--- config.mk ---
export PLATFORM = sky130hd
export DESIGN_NAME = uart_tx_ctrl
export DESIGN_NICKNAME = d
export VERILOG_FILES = /design/src/rtl/uart_tx_ctrl.sv
export SDC_FILE = /design/constraint.sdc
export NUM_CORES = 1
export LEC_CHECK = 0
export ABC_CLOCK_PERIOD_IN_PS = 2200
export BUFFER_PORTS_ARGS = -buffer_cell sky130_fd_sc_hd__buf_2
export CAP_MARGIN = 0
export CORE_ASPECT_RATIO = 1.1
export CORE_MARGIN = 5
export CORE_UTILIZATION = 55
export CTS_CLUSTER_SIZE = 20
export DETAILED_ROUTE_END_ITERATION = 7
export GPL_ROUTABILITY_DRIVEN = 0
export GPL_TIMING_DRIVEN = 0
export PLACE_DENSITY = 0.75
export REMOVE_ABC_BUFFERS = 1
export SYNTH_ARGS = -nofsm -noshare
export SYNTH_HDL_FRONTEND = slang
export SYNTH_SLANG_ARGS = --single-unit
--- constraint.sdc ---
create_clock -name clk -period 2.2 [get_ports clk]
set_input_delay 0.44 -clock clk [delete_from_list [all_inputs] [get_ports clk]]
set_output_delay 0.44 -clock clk [all_outputs]
set_load 0.05 [all_outputs]
--- src/rtl/uart_tx_ctrl.sv ---
// UART transmit controller: frames a byte as start, 8 data bits LSB-first,
// parity and stop, and drives the TX output mux select, data bit and parity.
module uart_tx_ctrl #(
  parameter int BAUD_DIV = 5208
) (
  input  logic       clk,
  input  logic       rst,
  input  logic       TxStart,
  input  logic [7:0] TxDataIn,
  input  logic       ParityType,
  output logic [1:0] sel,
  output logic       PISO,
  output logic       ParityGen,
  output logic       TxBusy,
  output logic       TxDone
);

  localparam int             CNT_W    = $clog2(BAUD_DIV);
  localparam logic [CNT_W-1:0] LAST_CNT = CNT_W'(BAUD_DIV - 1);

  typedef enum logic [2:0] {
    S_IDLE,
    S_START,
    S_DATA,
    S_PARITY,
    S_STOP
  } state_t;

  state_t           r_state;
  state_t           w_state_nxt;
  logic [CNT_W-1:0] r_baud;
  logic [CNT_W-1:0] w_baud_nxt;
  logic [2:0]       r_bit;
  logic [2:0]       w_bit_nxt;
  logic [7:0]       r_shift;
  logic [7:0]       w_shift_nxt;
  logic             r_par;
  logic             w_par_nxt;
  logic [1:0]       r_sel;
  logic             r_busy;
  logic             r_done;
  logic             w_done_nxt;
  logic             w_tick;

  function automatic logic [1:0] sel_decode(input state_t s);
    case (s)
      S_START:  sel_decode = 2'b00;
      S_DATA:   sel_decode = 2'b01;
      S_PARITY: sel_decode = 2'b10;
      default:  sel_decode = 2'b11;
    endcase
  endfunction

  always_comb begin
    w_tick      = (r_state != S_IDLE) && (r_baud == LAST_CNT);
    w_state_nxt = r_state;
    w_baud_nxt  = (r_state == S_IDLE) ? r_baud : (w_tick ? '0 : r_baud + 1'b1);
    w_bit_nxt   = r_bit;
    w_shift_nxt = r_shift;
    w_par_nxt   = r_par;
    w_done_nxt  = 1'b0;
    case (r_state)
      S_IDLE: begin
        if (TxStart) begin
          w_shift_nxt = TxDataIn;
          w_par_nxt   = (^TxDataIn) ^ ParityType;
          w_baud_nxt  = '0;
          w_bit_nxt   = 3'd0;
          w_state_nxt = S_START;
        end
      end
      S_START: begin
        if (w_tick) w_state_nxt = S_DATA;
      end
      S_DATA: begin
        // Ones shift in so PISO rests high once the byte has been sent
        if (w_tick) begin
          w_shift_nxt = {1'b1, r_shift[7:1]};
          w_bit_nxt   = r_bit + 1'b1;
          if (r_bit == 3'd7) w_state_nxt = S_PARITY;
        end
      end
      S_PARITY: begin
        if (w_tick) w_state_nxt = S_STOP;
      end
      S_STOP: begin
        if (w_tick) begin
          w_state_nxt = S_IDLE;
          w_done_nxt  = 1'b1;
        end
      end
      default: w_state_nxt = S_IDLE;
    endcase
  end

  always_ff @(posedge clk or posedge rst) begin
    if (rst) begin
      r_state <= S_IDLE;
      r_baud  <= '0;
      r_bit   <= 3'd0;
      r_shift <= 8'hFF;
      r_par   <= 1'b0;
      r_sel   <= 2'b11;
      r_busy  <= 1'b0;
      r_done  <= 1'b0;
    end else begin
      r_state <= w_state_nxt;
      r_baud  <= w_baud_nxt;
      r_bit   <= w_bit_nxt;
      r_shift <= w_shift_nxt;
      r_par   <= w_par_nxt;
      r_sel   <= sel_decode(w_state_nxt);
      r_busy  <= (w_state_nxt != S_IDLE);
      r_done  <= w_done_nxt;
    end
  end

  assign sel       = r_sel;
  assign PISO      = r_shift[0];
  assign ParityGen = r_par;
  assign TxBusy    = r_busy;
  assign TxDone    = r_done;

endmodule

# Yosys cells after proc, flatten, opt, wreduce, memory -nomap -nowiden
# Cells that the tools add are included.
# totals
regBits	32
inputBits	12
output_inout_bits	6
wordCells	50
# op_classes
n_addsub	2
n_eq_ne	11
muxes	20
n_bitwise	1
n_reduce_logical	8
# op_table
operator	count
$mux W13	4
$mux W3	8
$mux W8	2
$pmux W8 S2	1
$pmux W3 S5	1
$add A13 B1 Y13 const B	1
$eq A13 B13 Y1 const B	1
$eq A3 B2 Y1 const B	4
$reduce_xor A8 Y1	1
$eq A3 B1 Y1 const B	2
$eq A3 B3 Y1 const B	2
$pmux W2 S3	1
$pmux W3 S2	1
$reduce_bool A3 Y1	2
$ne A2 B2 Y1 const B	2
$add A3 B1 Y3 const B	1
$logic_not A3 Y1	1
$reduce_and A3 Y1	1
$mux W1	2
$reduce_and A2 Y1	1
$reduce_bool A2 Y1	1
$logic_and A1 B1 Y1	1
$xor A1 B1 Y1	1

# Logic depth before layout (Yosys ltp)
# Gate-level depths: netlist of run 1.
# depth
ltp_word	6
mapped_depth	6
ltp_nobuf	5

# Worst setup path after synthesis of run 1
# Ideal clock, no wire load.
# synth_timing
path_type	register to register
start	register r_baud[0]
end	register r_baud[3]
setup_time_ns	0.068
arrival_ns	1.679
required_ns	2.132
slack_ns	0.452
path_stages_with_launch	7
path_buffers	1
synth_period_minus_slack_ns	1.748
cell_sequence	dfrtp_1 -> ha_1 -> and2_2 -> and4_1 -> buf_6 -> or4_1 -> nand3_1
# synth_between
elab_chain_cells	6
elab_cells_between_ends	7
classes_between	add/sub (1); eq/ne (1); mux (4); reduce/logical (1)
# synth_lines
element	line_no	rtl
start, declared	31	logic [CNT_W-1:0] r_baud;
start signal, assigned	108	r_baud <= w_baud_nxt;
parallel branches: the longest is 2 deep, another holds $add A13 B1 Y13	n/a	
$mux W13 (*) (2 in series)	57	w_baud_nxt = (r_state == S_IDLE) ? r_baud : (w_tick ? '0 : r_baud + 1'b1);
$mux W13	64	if (TxStart) begin
$mux W13 (*)	62	case (r_state)
named net w_baud_nxt[3]	32	logic [CNT_W-1:0] w_baud_nxt;
# Mark *: on every way through the listed nets, which the timed path passes.
# A chain may end at the register's enable or synchronous reset.

# Worst setup path after layout of run 1
# layout_timing
start	register r_state[1]
end	register r_shift[5]
# layout_between
elab_chain_cells	4
elab_cells_between_ends	9
classes_between	eq/ne (3); mux (1); reduce/logical (5)
# layout_lines
element	line_no	rtl
start, declared	29	state_t r_state;
start signal, assigned	107	r_state <= w_state_nxt;
$reduce_bool A3 Y1	55	w_tick = (r_state != S_IDLE) && (r_baud == LAST_CNT);
$logic_and A1 B1 Y1	55	
$ne A2 B2 Y1 (no source line)	n/a	
$reduce_and A3 Y1 (no source line)	n/a	
end signal, assigned	110	r_shift <= w_shift_nxt;
end, declared	35	logic [7:0] r_shift;
# Several ways; a longest one is shown, not always the timed one.

==> results.toml, run 1 <==
[status]
outcome = "completed"

[power_and_ir_drop]
leakagePower_uw = 0.000845
irDropWorstVdd_v = 0.000546
power_density_nw_per_um2 = 745

[setup_path]
r2r_end = "r_shift[5]"
critPathMaxStageDelay_ns = 0.54
cp.required_ns = 2.46
cp_top_family = "simple AND/OR/NAND/NOR gates"
crit_chain = "nor3_2, nand2_1, nand2_2, mux2_2"
cp-start-kind = "flop"
crit_fanout = 11
crit_arrival_ns = 2.30
ff2ff_setup_slack_ns = 0.16
worst_path_max_delay_cell = "dfrtp_1"
critPathKind = "flop to flop"
crit_path_end_kind = "flop"
crit_buf_inv = 0
reg2regPathDepth = 4
reg2reg_from = "r_state[1]"
path_depth = 4

[grt]
grt_util_all_layers = 0.160
grt_pass1_wl_um = 5630
grt_pass1_vias = 1314
grt.overflow.total = 0
grt_antenna_before_repair = 0
grt_max_degree = 33

[sta]
worstMarginPinSlew_ns = 0.572
hold_viol = 0
setup_tns_ns = 0
finalCritPeriodShare = 0.926
finalCriticalPeriod_ns = 2.04
finClkSkew_ns = 0.00959
setup_viol = 0
max_freq_mhz = 491
relSlewSlack = 0.618
fin_ws_ns = 0.163
rsz0062_at_grt = "no"
slew_violations = 0

[routing]
drt_iter0_drc = 55
route.vias.total = 1261
vias_per_cell = 5.87
ant_nets = 0
drt-total-wl_um = 3280
wire_per_inst_um = 15.2
drc = 0
drt_pre_antenna_iters = 6

[synthesis]
synth.most_common_cell = "dfrtp_1"
syn_inst = 159
ys_warn_count = 0
synthTopCellsByArea = "dfrtp_1, dfstp_2, mux2_2"
synth_cell_types = 44
syn_area_um2 = 1750
synth_ff_type = "dfrtp_1"
async_flop_share = 1.00
ys_seq_elements = 32
synth_top_area_frac = 0.315
syn_avg_cell_area_um2 = 11.0
yosys-top-cells-count = "dfrtp_1, nor2_1, nand3_1, xnor2_1, mux2_2"
synth_edf_count = 0
synth_top_area_cell = "dfrtp_1"
ys_seq_area_frac = 0.466

[placed_design]
portBuffers = 17
place_ws_ns = -0.571
dp_hpwl_um = 2350

[worst_hold_path]
min_path_type = "primary input to asynchronous set/reset pin"

[finish]
layout.nets = 195
drive_above_1_share = 0.343
regArea_um2 = 813
multi_input_area_um2 = 870
area.growth.synth_to_final_pct = 11.0
num_antenna_cells = 0
post-route-util = 0.635
nFillCells = 246

[cts]
cts_hold_buf = 0
cts.sinks = 32
cts_tree = "done"
root_buffer = "clkbuf_4"
cts_made_buffers = 5
clkTransAtPathRegs_ns = 0.10
clockBufferDepth = 2
clock_tree.htree_level_count = 2
clkLatencyLatePin_ns = 0.33

[floorplanning]
fp.dieArea_um2 = 4400
coreArea_um2 = 3050
die_h_um = 69.1
rows = 21
die_w_um = 63.7
start_util = 0.573
ios = 18

[flow_run]
max_cap_viol_count = 0
layer usage:
metal / global-route usage / wire, um / up-vias
li1: - / - / 609
met1: 0.198 / 1430 / 623
met2: 0.253 / 1670 / 25
met3: 0.0568 / 157 / 4
met4: 0.0600 / 25 / 0
met5: 0 / 0 / -
worst register-to-register path: stages, from the launching register on:
cell and delay (ns):
dfrtp_1 0.54, nor3_2 0.45, nand2_1 0.34, nand2_2 0.27, mux2_2 0.36
cell usage in the layout, fill, tap and decap left out, drive strengths merged, types with 2 or more instances in the layout:
cell	synthesis	layout
buf	4	20
o21ai	9	9
nor4	4	4
dfstp	10	10
nand3	12	12
clkbuf	2	8
nor4b	2	2
nor3	6	6
and2	2	2
nand2	10	10
or3	2	2
xnor2	12	12
dfrtp	22	22
mux2	14	14
nand4	4	4
xor2	4	4
ha	3	3
nor2	15	15
a21oi	2	2
inv	4	4
worst max path at each step:
stage,from,endpoint,slack [ns]
floorplan,r_state[1],r_shift[3],-0.04
global placement,r_state[1],r_shift[4],-0.45
detailed placement,r_state[1],r_shift[5],-0.57
CTS,r_state[1],r_shift[5],0.10
global route,r_state[1],r_shift[0],0.06
finish,r_state[1],r_shift[5],0.16
cell type report:
| type | instances | share of cell area |
|---|---|---|
| well taps | 34 | 0.0220 |
| clock buffers | 8 | 0.0355 |
| flip-flops and latches | 32 | 0.420 |
| repair buffers | 20 | 0.0659 |
| multi-input cells | 117 | 0.449 |
| inverters | 4 | 0.00775 |
stage by stage:
stage / instances / hold WS (ns) / cell area [um^2] / total power, uW
after floorplan: 153 / 0.465 / 1680 / 979
after global placement: 204 / 0.462 / 1810 / 1040
after detailed placement: 204 / 0.478 / 1810 / 1060
after CTS: 212 / 0.391 / 1890 / 1450
after global routing: 215 / 0.176 / 1940 / 1530
final: 215 / 0.154 / 1940 / 1440
what timing repair did:
action,4_1_cts,5_1_grt
pin swaps,0,0
resized for setup,2,1
setup buffers,0,2
endpoints found under the setup margin,10,9
cells by family (layout without fill, tap and decap cells):
group / after synthesis / count (layout) / synth area share
buffers and inverters: 10 / 32 / 0.0444
XOR/XNOR: 17 / 17 / 0.0932
AND/OR/NAND/NOR: 67 / 67 / 0.224
flip-flops: 32 / 32 / 0.466
AO/OA/AOI/OAI: 16 / 16 / 0.0602
multiplexers: 14 / 14 / 0.0903
adder cells (fa/ha/maj): 3 / 3 / 0.0215
power breakdown:
| part | internal (uW) | switching (uW) |
|---|---|---|
| Sequential | 683 | 93.5 |
| Clock | 188 | 192 |
| Combinational | 132 | 155 |
registers in the layout, indices dropped and copies added, names as in the netlist:
register	count
sel	2
r_bit	3
ParityGen	1
TxDone	1
r_baud	13
r_shift	8
TxBusy	1
r_state	3
Note: power is estimated with default switching activity, not from simulation.
==> run 2, diff against run 1 <==
CELL_PAD_IN_SITES_DETAIL_PLACEMENT = 0   (was unset)
CELL_PAD_IN_SITES_GLOBAL_PLACEMENT = 1   (was unset)
CORE_UTILIZATION = 46   (was 55)
PLACE_DENSITY = unset   (was 0.75)
PLACE_DENSITY_LB_ADDON = 0.1   (was unset)
==> run 2 against run 1 <==
Worst setup slack improved by 0.093 ns. Highest routed layer unchanged. Total power increased by 7.1%. Non-clock buffer count down 1. Via count decreased by 1.8%. Clock power is 29% higher. Clock-buffer cell count stayed put.
==> results.toml, run 2 (same netlist as run 1, synthesis figures left out) <==
[status]
outcome = "completed"

[grt]
grt_antenna_before_repair = 0
grt_pass1_wl_um = 6080
grt_util_met2 = 0.260
grt_use_met3 = 0.0408
grt-busiest-layer = "met2"
grt_pass1_vias = 1301
grt_max_degree = 33
gr-usage-met1 = 0.202
grt_util_all_layers = 0.160
grt.overflow.total = 0

[power_and_ir_drop]
power_density_nw_per_um2 = 785
leakagePower_uw = 0.000843
power_uw = 1550
irDropWorstVdd_v = 0.000367

[worst_hold_path]
min_path_type = "primary input to asynchronous set/reset pin"

[sta]
worstMarginPinSlew_ns = 0.677
finalCritPeriodShare = 0.884
finalCriticalPeriod_ns = 1.94
hold_slack_ns = 0.0618
finClkSkew_ns = 0.00636
setup_viol = 0
max_freq_mhz = 514
hold_viol = 0
slew_violations = 0
relSlewSlack = 0.546
fin_ws_ns = 0.256
rsz0062_at_grt = "no"

[setup_path]
r2r_end = "r_baud[11]"
critPathKind = "flop to flop"
crit_buf_inv = 0
cp-start-kind = "flop"
reg2regPathDepth = 4
crit_chain = "nor3_2, nand2_1, o21ai_1, nor2_1"
worst_path_max_delay_cell = "dfrtp_1"
critPathMaxStageDelay_ns = 0.51
cp.required_ns = 2.33
crit_arrival_ns = 2.08
crit_path_end_kind = "flop"
cp_top_family = "simple AND/OR/NAND/NOR gates"
ff2ff_setup_slack_ns = 0.26
reg2reg_from = "r_state[1]"
crit_fanout = 11

[floorplanning]
die_w_um = 68.7
fp.dieArea_um2 = 5130
start_util = 0.478
die_h_um = 74.6
coreArea_um2 = 3650
rows = 23
ios = 18

[finish]
largest_reg_flops = 13
reg_top3 = "r_baud: 13 flops, r_shift: 8 flops"
area.growth.synth_to_final_pct = 12.8
drive_above_1_share = 0.333
num_antenna_cells = 0
layout.nets = 194
mostFrequentLayoutCell = "dfrtp_1"
post-route-util = 0.539
most-common-layout-cells = "dfrtp_1, buf_2, nor2_1"
largest-register = "r_baud"
fin_cells = 230

[placed_design]
place_ws_ns = -0.530
portBuffers = 17
dp_hpwl_um = 2420
dp.cells = 220

[cts]
cts_hold_buf = 0
clkLatencyLatePin_ns = 0.28
root_buffer = "clkbuf_8"
clockBufferDepth = 2
cts_made_buffers = 5
cts_tree = "done"
cts.sinks = 32
clkTransAtPathRegs_ns = 0.06
clock_tree.htree_level_count = 2

[flow_run]
max_cap_viol_count = 0

[routing]
vias_per_cell = 5.38
drt_pre_antenna_iters = 4
drt-total-wl_um = 3260
drc = 0
ant_nets = 0
wire_per_inst_um = 14.2
route.vias.total = 1238
drt_iter0_drc = 62
## run 2: metrics by stage
step / TNS [ns] / area (um^2)
global placement: -3.74 / 1830
detailed placement: -4.27 / 1830
global route: 0 / 1970
finish: 0 / 1970
floorplan: -0.243 / 1680
CTS: 0 / 1940
## run 2: power by group
group	switching, uW	internal, uW	total, uW	leakage (uW)
registers	93.1	684	777	0.000381
clock network	206	285	491	0.0000515
logic	148	130	277	0.000411
## run 2: layer usage
layer  wire, um  vias to the layer above
met5          0                        -
met4         68                        0
met3        125                        6
met2       1640                       26
met1       1430                      604
li1           -                      602
## run 2: cell type report
type	instances	area (um^2)
Fill cell	354	1690
Clock buffer	8	100
Tap cell	50	62.6
Timing Repair Buffer	19	113
Sequential cell	32	813
Multi-Input combinational cell	117	866
Inverter	4	15.0
## run 2: worst reg2reg max path, stage by stage, from the launching register on
cell,delay [ns]
dfrtp_1,0.51
nor3_2,0.40
nand2_1,0.30
o21ai_1,0.46
nor2_1,0.13
## run 2: what timing repair did
action	4_1_cts	5_1_grt
resized for setup	2	0
endpoints found under the setup margin	10	5
endpoints found under the hold margin	0	0
buffers inserted	0	1
pin swaps	0	0
## run 2: how the worst max path moves through the flow
| stage | start | end | slack (ns) | depth (start not counted) |
|---|---|---|---|---|
| 2_1_floorplan | r_state[1] | r_shift[3] | -0.04 | 4 |
| 3_3_place_gp | r_state[1] | r_shift[6] | -0.48 | 4 |
| 3_5_place_dp | r_state[1] | r_shift[5] | -0.53 | 4 |
| 4_1_cts | r_state[1] | r_shift[5] | 0.15 | 4 |
| 5_1_grt | r_state[1] | r_baud[9] | 0.02 | 4 |
| 6_report | r_state[1] | r_baud[11] | 0.26 | 4 |
==> run 3, diff against run 2 <==
ABC_CLOCK_PERIOD_IN_PS = 2300   (was 2200)
CORE_UTILIZATION = 49   (was 46)
clock period = 2.3 ns   (was 2.2 ns; I/O delays follow)
==> run 3 against run 2 <==
Largest cell class unchanged. Critical endpoint is now r_shift[4]. Sequential share of layout area up 0.88 points. Fmax decreased by 5.0%. Routed wire length grew 0.49%. First-iteration DRC count up 24%. Largest power group unchanged. Highest routed layer unchanged. Clock power down 30%. Core utilization up 3.1 points. Total power decreased by 13%. Via count fell by 1.8%.
==> results.toml, run 3 (same netlist as run 1, synthesis figures left out) <==
[setup_path]
crit_arrival_ns = 2.30
reg2regPathDepth = 4
path_depth = 4
crit_fanout = 11
cp-start-kind = "flop"
crit_buf_inv = 0
worst_path_max_delay_cell = "dfrtp_1"
cp.required_ns = 2.56
critPathMaxStageDelay_ns = 0.59
critPathKind = "flop to flop"
cp_top_family = "simple AND/OR/NAND/NOR gates"
crit_path_end_kind = "flop"
crit_chain = "nor3b_4, nand4_2, nand2_2, mux2_2"

[sta]
relSlewSlack = 0.559
slew_violations = 0
setup_viol = 0
finalCriticalPeriod_ns = 2.05
worstMarginPinSlew_ns = 0.657
hold_viol = 0
setup_tns_ns = 0
rsz0062_at_grt = "no"
finClkSkew_ns = 0.0151
max_freq_mhz = 488
finalCritPeriodShare = 0.890
fin_ws_ns = 0.253

[placed_design]
portBuffers = 17
dpl_cell_area_um2 = 1830
place_ws_ns = -0.428
dp_hpwl_um = 2360
dp.cells = 218

[floorplanning]
start_util = 0.516
die_w_um = 66.9
coreArea_um2 = 3390
fp.dieArea_um2 = 4860
ios = 18
die_h_um = 72.6
rows = 22

[finish]
postLayoutCellArea_um2 = 1930
nFillCells = 319
largest-register = "r_baud"
mostFrequentLayoutCell = "dfrtp_1"
multi_input_area_um2 = 866
fin_cells = 227
regArea_um2 = 813
num_antenna_cells = 0
reg_top3 = "r_baud: 13 flops, r_shift: 8 flops"
area.growth.synth_to_final_pct = 10.5
most-common-layout-cells = "dfrtp_1, buf_2, nor2_1"
largest_reg_flops = 13
drive_above_1_share = 0.335
layout.nets = 193

[power_and_ir_drop]
seqPwrFrac = 0.550
internal_power_uw = 923
irDropWorstVdd_v = 0.000356
power_density_nw_per_um2 = 701
switchingPower_uw = 429
leakagePower_uw = 0.000828
p_clk_frac = 0.254
switching_share = 0.317
p_comb_frac = 0.196

[cts]
clkLatencyLatePin_ns = 0.33
root_buffer = "clkbuf_4"
cts_hold_buf = 0
clockBufferDepth = 2
post-cts-setup-buffer-count = 0
cts_made_buffers = 5
cts.sinks = 32
clock_tree.htree_level_count = 2
cts_tree = "done"
clkTransAtPathRegs_ns = 0.11

[routing]
drc = 0
drt-total-wl_um = 3280
wire_per_inst_um = 14.4
vias_per_cell = 5.36
route.vias.total = 1216
ant_nets = 0
drt_iter0_drc = 77
drt_pre_antenna_iters = 4

[flow_run]
max_cap_viol_count = 0

[grt]
grt_antenna_before_repair = 0
grt.overflow.total = 0
grt_max_degree = 33
grt_pass1_vias = 1323
grt_util_all_layers = 0.164
grt_pass1_wl_um = 5910

[status]
outcome = "completed"

[worst_hold_path]
min_path_type = "primary input to asynchronous set/reset pin"
==> run 3: routing by layer <==
metal,vias up,track usage,wire length (um)
met1,597,0.182,1420
met2,17,0.281,1720
li1,600,-,-
met4,0,0.0608,26
met5,-,0,0
met3,2,0.0632,112
==> run 3: metrics by stage <==
stage / power (uW) / hold slack [ns] / util
6_report: 1350 / 0.0520 / 0.569
5_1_grt: 1450 / 0.0470 / 0.569
4_1_cts: 1370 / 0.406 / 0.559
3_5_place_dp: 1020 / 0.493 / 0.540
3_3_place_gp: 1000 / 0.481 / 0.540
2_1_floorplan: 936 / 0.465 / -
==> run 3: final timing paths <==
kind | startpoint | endpoint | slack, ns
max reg2reg | r_state[1] | r_shift[4] | 0.25
min reg2reg | ParityGen | ParityGen | 0.50
min in group clk | TxStart | r_baud[1] | 0.42
max in group asynchronous | rst | r_shift[3] | 1.74
max | r_state[1] | r_shift[4] | 0.25
min | rst | r_baud[3] | 0.05
==> run 3: area by class of cell <==
type	count	share of cell area
flip-flops and latches	32	0.422
inverters	4	0.00779
repair buffers	18	0.0584
clock inverters	2	0.00519
clock buffers	6	0.0266
multi-input cells	117	0.449
well taps	48	0.0311
==> run 3: what timing repair did <==
action	in CTS	in global routing
gates resized for setup	1	1
pin swaps	0	0
endpoints found under the setup margin	10	7
hold endpoints to repair	0	0
==> run 3: power groups by stage <==
stage	clock network, uW	registers (uW)	logic, uW
after floorplan	0	749	187
after global placement	0	749	256
after detailed placement	0	756	263
after CTS	359	745	264
after global routing	394	757	302
final	343	744	265
